$ cat src/rtl/dreg_bank_pkg.sv
// dreg_bank_pkg: shared types and default sizing for the lockable register bank.
// The lock FSM state type lives here so the top and any checkers see one definition.
package dreg_bank_pkg;

  localparam int DEFAULT_WIDTH    = 8;
  localparam int DEFAULT_CHANNELS = 4;

  // Lock FSM: UNLOCKED accepts writes; LOCKED and ARMING reject them.
  // ARMING is the first half of the two-cycle UNLOCK sequence.
  typedef enum logic [1:0] {
    ST_UNLOCKED = 2'd0,
    ST_LOCKED   = 2'd1,
    ST_ARMING   = 2'd2
  } lock_state_t;

endpackage

$ cat src/rtl/dreg_cell.sv
// dreg_cell: one storage channel of dreg_bank.
// Holds the data register and the sticky "value changed" flag. When
// DREG_BANK_PARITY_EN is defined it also stores an even-parity bit captured
// at write time and reports a mismatch against the live data; otherwise no
// parity state exists and perr_o is tied low.
module dreg_cell
  import dreg_bank_pkg::*;
#(
  parameter int WIDTH = DEFAULT_WIDTH
) (
  input  logic             clk_i,
  input  logic             rst_i,
  input  logic             wr_i,    // accepted write for this channel
  input  logic [WIDTH-1:0] d_i,
  output logic [WIDTH-1:0] q_o,
  output logic             chg_o,
  output logic             perr_o
);

  logic [WIDTH-1:0] data_q, data_d;
  logic             chg_q, chg_d;

  // Next-state: load on an accepted write; CHG sets only if the value differs.
  always_comb begin
    data_d = data_q;
    chg_d  = chg_q;
    if (wr_i) begin
      data_d = d_i;
      if (d_i != data_q) begin
        chg_d = 1'b1;
      end
    end
  end

  // Channel registers with synchronous reset taking priority over any write.
  always_ff @(posedge clk_i) begin
    if (rst_i) begin
      data_q <= '0;
      chg_q  <= 1'b0;
    end else begin
      data_q <= data_d;
      chg_q  <= chg_d;
    end
  end

  assign q_o   = data_q;
  assign chg_o = chg_q;

`ifdef DREG_BANK_PARITY_EN
  logic par_q, par_d;

  // Parity bit is computed from the incoming data, not the stored data.
  always_comb begin
    par_d = par_q;
    if (wr_i) begin
      par_d = ^d_i;
    end
  end

  // Parity register; reset value 0 matches the parity of all-zero data.
  always_ff @(posedge clk_i) begin
    if (rst_i) begin
      par_q <= 1'b0;
    end else begin
      par_q <= par_d;
    end
  end

  assign perr_o = par_q ^ (^data_q);
`else
  assign perr_o = 1'b0;
`endif

endmodule

$ cat src/rtl/dreg_bank.sv
// dreg_bank: CHANNELS x WIDTH register bank with broadcast writes, a lock FSM
// gated by a two-cycle UNLOCK sequence, sticky change/violation flags and an
// optional per-channel parity check enabled by macro DREG_BANK_PARITY_EN.
//
// Write handshake: there is no ready/backpressure. A channel write is accepted
// on a rising edge exactly when RST=0, EN=1, WE[i]=1 and the FSM is UNLOCKED;
// the new value is visible on Q/Q_ALL right after that edge. Any write attempt
// (EN=1, WE!=0) while LOCKED or ARMING is dropped and sets VIOL.
module dreg_bank
  import dreg_bank_pkg::*;
#(
  parameter int WIDTH    = DEFAULT_WIDTH,
  parameter int CHANNELS = DEFAULT_CHANNELS
) (
  input  logic                        CLK,
  input  logic                        RST,
  input  logic                        EN,
  input  logic [CHANNELS-1:0]         WE,
  input  logic [WIDTH-1:0]            D,
  input  logic [$clog2(CHANNELS)-1:0] SEL,
  input  logic                        LOCK,
  input  logic                        UNLOCK,
  output logic [WIDTH-1:0]            Q,
  output logic [WIDTH*CHANNELS-1:0]   Q_ALL,
  output logic [CHANNELS-1:0]         CHG,
  output logic                        LOCKED,
  output logic                        VIOL,
  output logic                        PERR,
  output lock_state_t                 STATE_DBG  // lock FSM state, for observation only
);

  localparam int SEL_W = $clog2(CHANNELS);
  localparam logic [SEL_W:0] CH_LIM = (SEL_W + 1)'(CHANNELS);

  lock_state_t state_q, state_d;
  logic        viol_q, viol_d;
  logic        wr_ok;
  logic        sel_valid;

  logic [WIDTH-1:0] cell_q    [CHANNELS];
  logic             cell_perr [CHANNELS];

  // Lock FSM next state. LOCK always wins from LOCKED/ARMING; ARMING needs
  // UNLOCK on the immediately following cycle or it falls back to LOCKED.
  always_comb begin
    state_d = state_q;
    unique case (state_q)
      ST_UNLOCKED: if (LOCK) state_d = ST_LOCKED;
      ST_LOCKED: begin
        if (LOCK)        state_d = ST_LOCKED;
        else if (UNLOCK) state_d = ST_ARMING;
        else             state_d = ST_LOCKED;
      end
      ST_ARMING: begin
        if (LOCK)        state_d = ST_LOCKED;
        else if (UNLOCK) state_d = ST_UNLOCKED;
        else             state_d = ST_LOCKED;
      end
      default: state_d = ST_UNLOCKED;
    endcase
  end

  // VIOL is sticky: any write attempt outside UNLOCKED sets it until reset.
  always_comb begin
    viol_d = viol_q;
    if (EN && (WE != '0) && (state_q != ST_UNLOCKED)) begin
      viol_d = 1'b1;
    end
  end

  // FSM and violation flag registers; reset returns to UNLOCKED from any state.
  always_ff @(posedge CLK) begin
    if (RST) begin
      state_q <= ST_UNLOCKED;
      viol_q  <= 1'b0;
    end else begin
      state_q <= state_d;
      viol_q  <= viol_d;
    end
  end

  // A write in the same cycle as LOCK is still accepted since state_q is UNLOCKED.
  assign wr_ok = EN && (state_q == ST_UNLOCKED);

  for (genvar i = 0; i < CHANNELS; i++) begin : g_cell
    dreg_cell #(
      .WIDTH (WIDTH)
    ) u_cell (
      .clk_i  (CLK),
      .rst_i  (RST),
      .wr_i   (wr_ok && WE[i]),
      .d_i    (D),
      .q_o    (cell_q[i]),
      .chg_o  (CHG[i]),
      .perr_o (cell_perr[i])
    );
    assign Q_ALL[i*WIDTH +: WIDTH] = cell_q[i];
  end

  // Out-of-range selects read as zero with no parity error.
  assign sel_valid = ({1'b0, SEL} < CH_LIM);
  assign Q         = sel_valid ? cell_q[SEL] : '0;
  assign PERR      = sel_valid ? cell_perr[SEL] : 1'b0;

  assign LOCKED    = (state_q != ST_UNLOCKED);
  assign VIOL      = viol_q;
  assign STATE_DBG = state_q;

endmodule

$ cat config.mk
export PLATFORM = sky130hd
export DESIGN_NAME = dreg_bank
export DESIGN_NICKNAME = d
export VERILOG_FILES = /design/src/rtl/dreg_bank_pkg.sv /design/src/rtl/dreg_cell.sv /design/src/rtl/dreg_bank.sv
export SDC_FILE = /design/constraint.sdc
export NUM_CORES = 1
export LEC_CHECK = 0
export CELL_PAD_IN_SITES_DETAIL_PLACEMENT = 1
export CELL_PAD_IN_SITES_GLOBAL_PLACEMENT = 2
export CORE_UTILIZATION = 24
export DETAILED_ROUTE_END_ITERATION = 8
export GPL_ROUTABILITY_DRIVEN = 0
export PLACE_DENSITY_LB_ADDON = 0.1
export SLEW_MARGIN = 20
export SYNTH_ARGS = -nofsm -noshare
export SYNTH_HDL_FRONTEND = slang
export SYNTH_SLANG_ARGS = --single-unit
$ cat constraint.sdc
create_clock -name CLK -period 1.25 [get_ports CLK]
set_clock_uncertainty 0.15 [all_clocks]
set_input_delay 0.25 -clock CLK [delete_from_list [all_inputs] [get_ports CLK]]
set_output_delay 0.25 -clock CLK [all_outputs]
set_load 0.02 [all_outputs]
==> run_results.csv, run 1 <==
group,metric,value,unit
final_layout,drive_gt1_frac,0.673,
sta,hold_violations,0,
yosys,ys_types,25,
power,powerDensity,864,mW/mm^2
placed_design,dp.cells,451,
outcome,status,"complete, but fails checks",
critical_path,ff2ff_path_depth,6,
sta,min_period_over_period,1.33,
clock_tree,clockBufferDepth,2,
floorplan,pin_count,68,
detailed_routing,vias_per_cell,4.53,
global_routing,grt_max_degree,20,
outcome,violations,"negative setup slack",
final_layout,finalInstanceArea,0.00393,mm^2
global_routing,grt_antenna_before_repair,0,
critical_path,worst-path-max-fanout,2,
clock_tree,cts_tree,"done",
sta,max_freq,601,MHz
global_routing,grt_first_pass_wirelength,11.6,mm
floorplan,die_y,95.5,um
critical_path,startpoint_type,"flop",
yosys,avgSynthCellArea,8.82,um^2
yosys,synth_edf_count,0,
sta,timing.hold.ws,0.220,ns
sta,fin_crit,1.66,ns
global_routing,grt_use_met2,0.293,
final_layout,antenna-diode-count,0,
clock_tree,cts-htree-levels,2,
final_layout,nNetsFinal,382,
critical_path,arrival,1.26,ns
clock_tree,worstSkewPairLatency,0.30,ns
power,peakVddDrop,0.364,mV
sta,grt_setup_unrepaired,"yes",
placed_design,port_buffers,66,
floorplan,die_area,0.00913,mm^2
sta,fin_ws,-0.414,ns
global_routing,use_met3,0.0311,
final_layout,final_cell_count_no_fill,469,
placed_design,hpwl,5.67,mm
detailed_routing,drtIter0Drc,56,
global_routing,top_usage_layer,"met2",
yosys,synthesis.instances,238,
detailed_routing,drt-total-wl,7.86,mm
floorplan,start_util,0.252,
clock_tree,cts_made_buffers,5,
detailed_routing,detail_route.wl_per_cell,16.8,um
yosys,ys_seq_area_frac,0.372,
clock_tree,clockRootBuffer,"clkbuf_8",
yosys,syn-num-nets,257,
placed_design,dpl-instance-area,0.00324,mm^2
min_path,whs_path_depth,4,
yosys,ys_warn_count,0,
final_layout,syn_to_final_growth,87.3,%
power,fin_total_pwr,3.40,mW
global_routing,grt_util_all_layers,0.178,
final_layout,final_util,0.471,
detailed_routing,firstDrtPassIters,4,
critical_path,end_kind,"output port",
clock_tree,cts_num_sinks,39,
detailed_routing,ant_nets,0,
critical_path,cp.required,0.85,ns
sta,final-max-slew-violation-count,0,
critical_path,crit_type,"flop to output port",
global_routing,grt_pass1_vias,2072,
detailed_routing,drcViolationCount,0,
yosys,syn_area,0.00210,mm^2
clock_tree,hold_buffers,0,
power,p_leak,1.60,nW
global_routing,grt_overflow,0,
sta,setup_viol,79,
yosys,synthArstFlopShare,0,
global_routing,grt_use_met1,0.239,
detailed_routing,via_count,2123,
yosys,synth-seq-cells,39,
clock_tree,clkSlewWorstSetupHoldPaths,0.08,ns
yosys,ys.flop_type,"dfxtp_1",
floorplan,num_rows,33,
floorplan,fp.dieW,95.5,um
floorplan,coreArea,0.00834,mm^2
min_path,hold_class,"input pin to flop",
job,max-cap-violations,0,
==> sequential cells by signal (all words and copies together) (netlist names) <==
name / count
STATE_DBG: 2
VIOL: 1
g_cell.u_cell.q_o: 32
g_cell.u_cell.chg_o: 4
==> critical path, stage by stage, from the launching register on <==
cell	delay [ns]
dfxtp_2	0.33
mux4_2	0.49
buf_6	0.15
==> timing repair <==
| action | CTS | global route |
|---|---|---|
| endpoints found under the setup margin | 86 | 79 |
| pin swaps | 27 | 34 |
| endpoints found under the hold margin | 0 | 0 |
| gates cloned | 1 | 0 |
| gates resized for setup | 371 | 75 |
| buffers inserted | 9 | 21 |
==> metrics by stage <==
step	setup WS [ns]	TNS, ns
final	-0.414	-11.78
after global routing	-0.441	-15.13
after CTS	-0.429	-12.94
after detailed placement	-1.16	-38.17
after global placement	-1.16	-37.65
after floorplan	-0.0735	-2.65
==> path summary, 6_finish.rpt <==
path                                                        endpoint                            startpoint  slack, ns
worst min-delay path            g_cell[2].u_cell.q_o[3]$_SDFFE_PP0P_                                  D[3]       0.22
worst max register to register  g_cell[0].u_cell.q_o[3]$_SDFFE_PP0P_             STATE_DBG[1]$_SDFFE_PP0P_      -0.24
worst max-delay path                                            Q[4]  g_cell[3].u_cell.q_o[4]$_SDFFE_PP0P_      -0.41
worst min register to register   g_cell[1].u_cell.chg_o$_SDFFE_PP0P_   g_cell[1].u_cell.chg_o$_SDFFE_PP0P_       0.31
==> cell families (layout without fill, tap and decap cells) <==
group,count (synthesis),count (layout),synth area share
AOI/OAI and AO/OA,43,43,0.109
DFF,39,39,0.372
buffers and inverters,28,154,0.112
xor gates and xnor gates,32,32,0.133
muxes,8,8,0.0858
and+or+nand+nor,87,87,0.186
other,1,1,0.00179
==> cells in the mapped netlist, types with 4 or more instances <==
master,n,share of area
clkbuf_8,8,0.052
o21ai_0,4,0.0095
a21oi_1,33,0.079
nand2_1,69,0.12
inv_1,5,0.0089
nand4_1,8,0.024
clkbuf_1,4,0.0071
and2_2,4,0.014
mux4_2,8,0.086
dfxtp_1,39,0.37
xnor2_1,32,0.13
buf_4,5,0.018
buf_6,4,0.021
o211ai_1,4,0.014
==> layout by cell type, fill, tap and decap left out, drive strengths merged <==
cell type and n:
dfxtp 39, xnor2 32, clkdlybuf4s50 5, dlygate4sd2 7
nand2 69, and2 4, buf 124, nor2 1
and2b 1, o211ai 4, o21ai 4, a31oi 1
nand4 8, mux4 8, or2 1, or4 1
nor4 1, a211oi 1, a21oi 33, clkbuf 8
inv 5, nor3b 1, dlymetal6s2s 5, conb 1
==> cell type report <==
class,instances,area (um^2)
sequential,39,826
fill,949,4410
clock buffer,8,100
tap,105,131
timing repair buffer,141,1480
inverter,5,18.8
multi-input combinational,171,1380
==> metal layers <==
| layer | wire [um] | vias to the layer above |
|---|---|---|
| met3 | 301 | 6 |
| met2 | 3800 | 49 |
| met4 | 72 | 0 |
| met1 | 3690 | 1030 |
| met5 | 0 | - |
| li1 | - | 1038 |
==> where the power goes <==
| part | internal [mW] | total, mW | switching [mW] |
|---|---|---|---|
| combinational | 0.557 | 1.06 | 0.507 |
| clock | 0.505 | 0.981 | 0.477 |
| sequential | 1.31 | 1.35 | 0.0414 |
| total | 2.37 | 3.40 | 1.03 |
Power figures use the tool's default switching activity.
==> run 2, diff against run 1 <==
--- a/constraint.sdc
+++ b/constraint.sdc
@@ -3,3 +3,3 @@
 set_input_delay 0.25 -clock CLK [delete_from_list [all_inputs] [get_ports CLK]]
 set_output_delay 0.25 -clock CLK [all_outputs]
-set_load 0.02 [all_outputs]
+set_load 0.1 [all_outputs]
==> run 2 against run 1 <==
  * The run still ends with negative setup slack left
  * Routed wire length is 2.8% higher
  * Fmax is 5.4% lower
  * Total power is 15% higher
  * Final area is 14% higher
  * Register-to-register slack worse by 0.10 ns
  * First-iteration DRC count is 13% lower
  * Clock power is 11% lower
  * Non-clock buffer count is 7 higher
  * Cell count is 1.5% higher
  * Setup slack worse by 0.095 ns
  * Combinational power is 62% higher
==> run_results.csv, run 2 (synthesized netlist as in run 1, its figures left out) <==
group,metric,value,unit
clock_tree,cts_num_sinks,39,
final_layout,largest_register_ffs,32,
power,power_frac_comb,0.441,
floorplan,pin_count,68,
final_layout,final_common_cell,"buf_6",
detailed_routing,via_count,2154,
power,power.share.sequential,0.335,
sta,hold_violations,0,
final_layout,nNetsFinal,389,
sta,setup_viol,81,
final_layout,finalInstanceArea,0.00448,mm^2
critical_path,startpoint,"g_cell[3].u_cell.q_o[6]$_SDFFE_PP0P_",
detailed_routing,drt-total-wl,8.08,mm
detailed_routing,firstDrtPassIters,4,
sta,grt_setup_unrepaired,"yes",
final_layout,drive_gt1_frac,0.712,
detailed_routing,drtIter0Drc,49,
sta,min_period_over_period,1.41,
critical_path,end_kind,"output port",
clock_tree,clockBufferDepth,2,
outcome,status,"complete, but fails checks",
floorplan,num_rows,33,
power,switching_share,0.393,
placed_design,port_buffers,66,
clock_tree,clockRootBuffer,"clkbuf_8",
floorplan,coreArea,0.00834,mm^2
sta,fin_crit,1.76,ns
global_routing,grt_max_degree,24,
min_path,hold_start,"EN",
detailed_routing,vias_per_cell,4.53,
placed_design,dpl-instance-area,0.00381,mm^2
floorplan,die_y,95.5,um
critical_path,worst-path-max-fanout,2,
sta,max_freq,568,MHz
floorplan,die_area,0.00913,mm^2
clock_tree,cts_tree,"done",
job,max-cap-violations,0,
critical_path,arrival,1.36,ns
global_routing,grt_first_pass_wirelength,12.4,mm
floorplan,start_util,0.252,
detailed_routing,ant_nets,0,
power,peakVddDrop,0.423,mV
sta,fin_ws,-0.509,ns
global_routing,grt_antenna_before_repair,0,
outcome,violations,"negative setup slack",
min_path,hold_class,"input pin to flop",
detailed_routing,detail_route.wl_per_cell,17.0,um
critical_path,cp.required,0.85,ns
detailed_routing,drcViolationCount,0,
sta,final-max-slew-violation-count,0,
global_routing,grt_pass1_vias,2257,
clock_tree,cts-htree-levels,2,
critical_path,startpoint_type,"flop",
clock_tree,clkSlewWorstSetupHoldPaths,0.09,ns
final_layout,layout_common_cells,"buf_6, buf_12, dfxtp_4, nand2_1, nand2_2",
placed_design,hpwl,5.88,mm
power,p_int,2.37,mW
clock_tree,cts_made_buffers,5,
clock_tree,hold_buffers,0,
power,powerDensity,873,mW/mm^2
power,switching_power,1.54,mW
power,p_leak,1.70,nW
final_layout,fillers,877,
placed_design,dp.cells,451,
critical_path,crit_type,"flop to output port",
power,p_clk_frac,0.224,
floorplan,fp.dieW,95.5,um
global_routing,grt_overflow,0,
final_layout,final_cell_count_no_fill,476,
final_layout,final_util,0.537,
final_layout,syn_to_final_growth,113,%
final_layout,antenna-diode-count,0,
critical_path,worstReg2RegStart,"STATE_DBG[1]$_SDFFE_PP0P_",
global_routing,grt_util_all_layers,0.185,
clock_tree,worstSkewPairLatency,0.30,ns
## run 2: worst paths after layout
| check | end | slack (ns) | depth (start not counted) |
|---|---|---|---|
| min reg2reg | g_cell[0].u_cell.chg_o$_SDFFE_PP0P_ | 0.33 | 2 |
| max reg2reg | g_cell[0].u_cell.q_o[2]$_SDFFE_PP0P_ | -0.34 | 6 |
| max | Q[6] | -0.51 | 2 |
| min | VIOL$_SDFFE_PP0P_ | 0.20 | 3 |
## run 2: power groups by stage
| stage | combinational [mW] | clock, mW | sequential [mW] |
|---|---|---|---|
| floorplan | 0.561 | 0 | 1.71 |
| global placement | 1.54 | 0 | 1.33 |
| detailed placement | 1.54 | 0 | 1.34 |
| CTS | 1.67 | 0.892 | 1.31 |
| global route | 1.80 | 0.966 | 1.32 |
| finish | 1.72 | 0.875 | 1.31 |
## run 2: layout make-up
class | count | area (um^2) | area share
clock buffers | 7 | 76.3 | 0.0170
flip-flops and latches | 39 | 917 | 0.205
clock inverters | 1 | 5.00 | 0.00112
multi-input cells | 171 | 1360 | 0.304
inverters | 5 | 18.8 | 0.00419
well taps | 105 | 131 | 0.0293
repair buffers | 148 | 1970 | 0.439
## run 2: metal layers
metal | share of wire | wire [um] | vias to the layer above | global-route usage
met5 | 0 | 0 | - | 0
met4 | 0.0071 | 57 | 0 | 0.0410
met3 | 0.031 | 247 | 5 | 0.0295
met2 | 0.50 | 4060 | 48 | 0.310
met1 | 0.46 | 3720 | 1054 | 0.249
li1 | - | - | 1047 | -
## run 2: per-stage QoR
stage	TNS, ns	total power, mW	hold slack, ns	setup WS (ns)
6_report	-18.32	3.91	0.197	-0.509
5_1_grt	-21.59	4.08	0.205	-0.528
4_1_cts	-16.85	3.88	0.332	-0.504
3_5_place_dp	-26.02	2.88	0.341	-0.850
3_3_place_gp	-25.66	2.87	0.334	-0.845
2_1_floorplan	-9.91	2.27	0.167	-0.363
## run 2: repair_timing
action	4_1_cts	5_1_grt
endpoints found under the setup margin	84	84
resized for setup	111	56
gates cloned	1	0
setup buffers	10	22
pin swaps	29	30
## run 2: worst max-delay path, cell delays in order (launching register included)
cell and delay [ns]:
dfxtp_4 0.35, mux4_2 0.51, buf_12 0.19
==> run 3, diff against run 2 <==
Settings changed: DONT_BUFFER_PORTS from default to 1.
Clock period 1.25 ns to 2 ns, I/O delays scaled along.
==> run 3 against run 2 <==
  * The flow now finishes without violations
  * Total power is 48% lower
  * Register-to-register slack better by 0.71 ns
  * Routed wire length is 12% lower
  * Non-clock buffer count is 98 lower
  * Critical path depth stayed put
  * Cell count is 21% lower
  * Setup slack better by 0.61 ns
  * Sequential power is 34% lower
  * Clock-buffer cell count is 1 lower
  * Via count is 19% lower
  * Clock power is 39% lower
==> run_results.csv, run 3 (synthesized netlist as in run 1, its figures left out) <==
group,metric,value,unit
clock_tree,cts_made_buffers,5,
sta,grt_setup_unrepaired,"no",
final_layout,syn_to_final_growth,24.4,%
floorplan,start_util,0.252,
detailed_routing,firstDrtPassIters,4,
sta,final-max-slew-violation-count,0,
min_path,hold_class,"input pin to flop",
placed_design,port_buffers,0,
global_routing,grt_max_degree,36,
detailed_routing,drcViolationCount,0,
outcome,status,"complete, no violations",
critical_path,worst-path-max-fanout,4,
clock_tree,ctsResizeCount,0,
floorplan,die_area,0.00913,mm^2
final_layout,final_common_cell,"nand2_1",
critical_path,path_cells,"mux4_2 > buf_12",
final_layout,layout_common_cells,"nand2_1, buf_4, dfxtp_2",
detailed_routing,via_count,1735,
global_routing,grt_antenna_before_repair,0,
floorplan,coreArea,0.00834,mm^2
sta,fin_crit,1.90,ns
floorplan,fp.dieW,95.5,um
sta,tightestPinTransition,0.550,ns
clock_tree,hold_buffers,1,
detailed_routing,detail_route.wl_per_cell,18.9,um
clock_tree,post_cts.repair.setup_buffers,0,
power,fin_total_pwr,2.04,mW
clock_tree,clockBufferDepth,2,
critical_path,reg2reg_setup_slack,0.37,ns
critical_path,worstReg2RegStart,"STATE_DBG[1]$_SDFFE_PP0P_",
min_path,whs_path_depth,1,
clock_tree,clockRootBuffer,"clkbuf_8",
global_routing,grt_pass1_vias,1783,
critical_path,end_kind,"output port",
final_layout,largest_register_ffs,32,
critical_path,crit_type,"flop to output port",
sta,min_period_over_period,0.950,
job,max-cap-violations,0,
critical_path,cp.required,1.45,ns
critical_path,critPathSlowestCell,"mux4_2",
sta,setup_viol,0,
min_path,hold_end,"g_cell[2].u_cell.q_o[4]$_SDFFE_PP0P_",
critical_path,regToRegEndpoint,"g_cell[1].u_cell.q_o[1]$_SDFFE_PP0P_",
critical_path,critical_path.max_stage_delay,0.51,ns
power,powerDensity,780,mW/mm^2
sta,fin_tns_setup,0,ns
sta,slew_headroom,0.633,
sta,hold_violations,0,
critical_path,startpoint_type,"flop",
floorplan,num_rows,33,
power,peakVddDrop,0.252,mV
floorplan,pin_count,68,
detailed_routing,vias_per_cell,4.61,
global_routing,grt_util_all_layers,0.166,
final_layout,nNetsFinal,291,
clock_tree,cts_tree,"done",
clock_tree,cts-htree-levels,2,
min_path,hold_start,"RST",
floorplan,die_y,95.5,um
critical_path,arrival,1.35,ns
global_routing,grt_overflow,0,
critical_path,ff2ff_path_depth,4,
detailed_routing,drtIter0Drc,41,
global_routing,grt_first_pass_wirelength,10.8,mm
sta,max_freq,526,MHz
clock_tree,cts_num_sinks,39,
final_layout,antenna-diode-count,0,
detailed_routing,drt-total-wl,7.12,mm
power,p_leak,0.928,nW
placed_design,hpwl,4.85,mm
clock_tree,worstSkewPairLatency,0.29,ns
clock_tree,clkSlewWorstSetupHoldPaths,0.08,ns
final_layout,drive_gt1_frac,0.373,
detailed_routing,ant_nets,0,
==> run 3: how the worst max path moves through the flow <==
stage                                         startpoint   end  slack, ns  cells past startpoint
finish              g_cell[3].u_cell.q_o[2]$_SDFFE_PP0P_  Q[2]        0.1                      2
global route        g_cell[3].u_cell.q_o[0]$_SDFFE_PP0P_  Q[0]       0.06                      2
CTS                 g_cell[3].u_cell.q_o[2]$_SDFFE_PP0P_  Q[2]       0.08                      2
detailed placement                                SEL[0]  Q[2]       0.33                      2
global placement                                  SEL[0]  Q[2]       0.33                      2
floorplan                                         SEL[0]  Q[0]       0.02                      2
==> run 3: cell type report <==
cell class | instances | area, um^2
repair buffers | 50 | 483
well taps | 105 | 131
inverters | 5 | 18.8
clock buffers | 6 | 72.6
flip-flops and latches | 39 | 823
fillers | 984 | 5730
multi-input cells | 171 | 1080
==> run 3: metal layers <==
metal / GRT usage / part of all wire / up-vias
li1: - / - / 849
met1: 0.224 / 0.47 / 829
met2: 0.263 / 0.47 / 52
met3: 0.0447 / 0.056 / 5
met4: 0.0373 / 0.0094 / 0
met5: 0 / 0 / -
==> run 3: through the flow <==
step	cells	setup slack (ns)	utilization	hold WS (ns)	instance area [um^2]
2_1_floorplan	238	0.0173	-	0.295	2140
3_3_place_gp	367	0.332	0.301	0.316	2510
3_5_place_dp	367	0.331	0.301	0.319	2510
4_1_cts	374	0.0806	0.311	0.000234	2590
5_1_grt	376	0.0625	0.313	0.000691	2610
6_report	376	0.0992	0.313	0.00771	2610
==> run 3: power by group <==
| part | switching (mW) | internal [mW] |
|---|---|---|
| sequential | 0.0388 | 0.820 |
| clock | 0.297 | 0.234 |
| combinational | 0.475 | 0.175 |
==> run 3: worst max-delay path: cells and delay by family, from the launching register on <==
kind                   cells  cell delay, ns
DFF                        1            0.35
muxes                      1            0.51
buffers and inverters      1            0.19
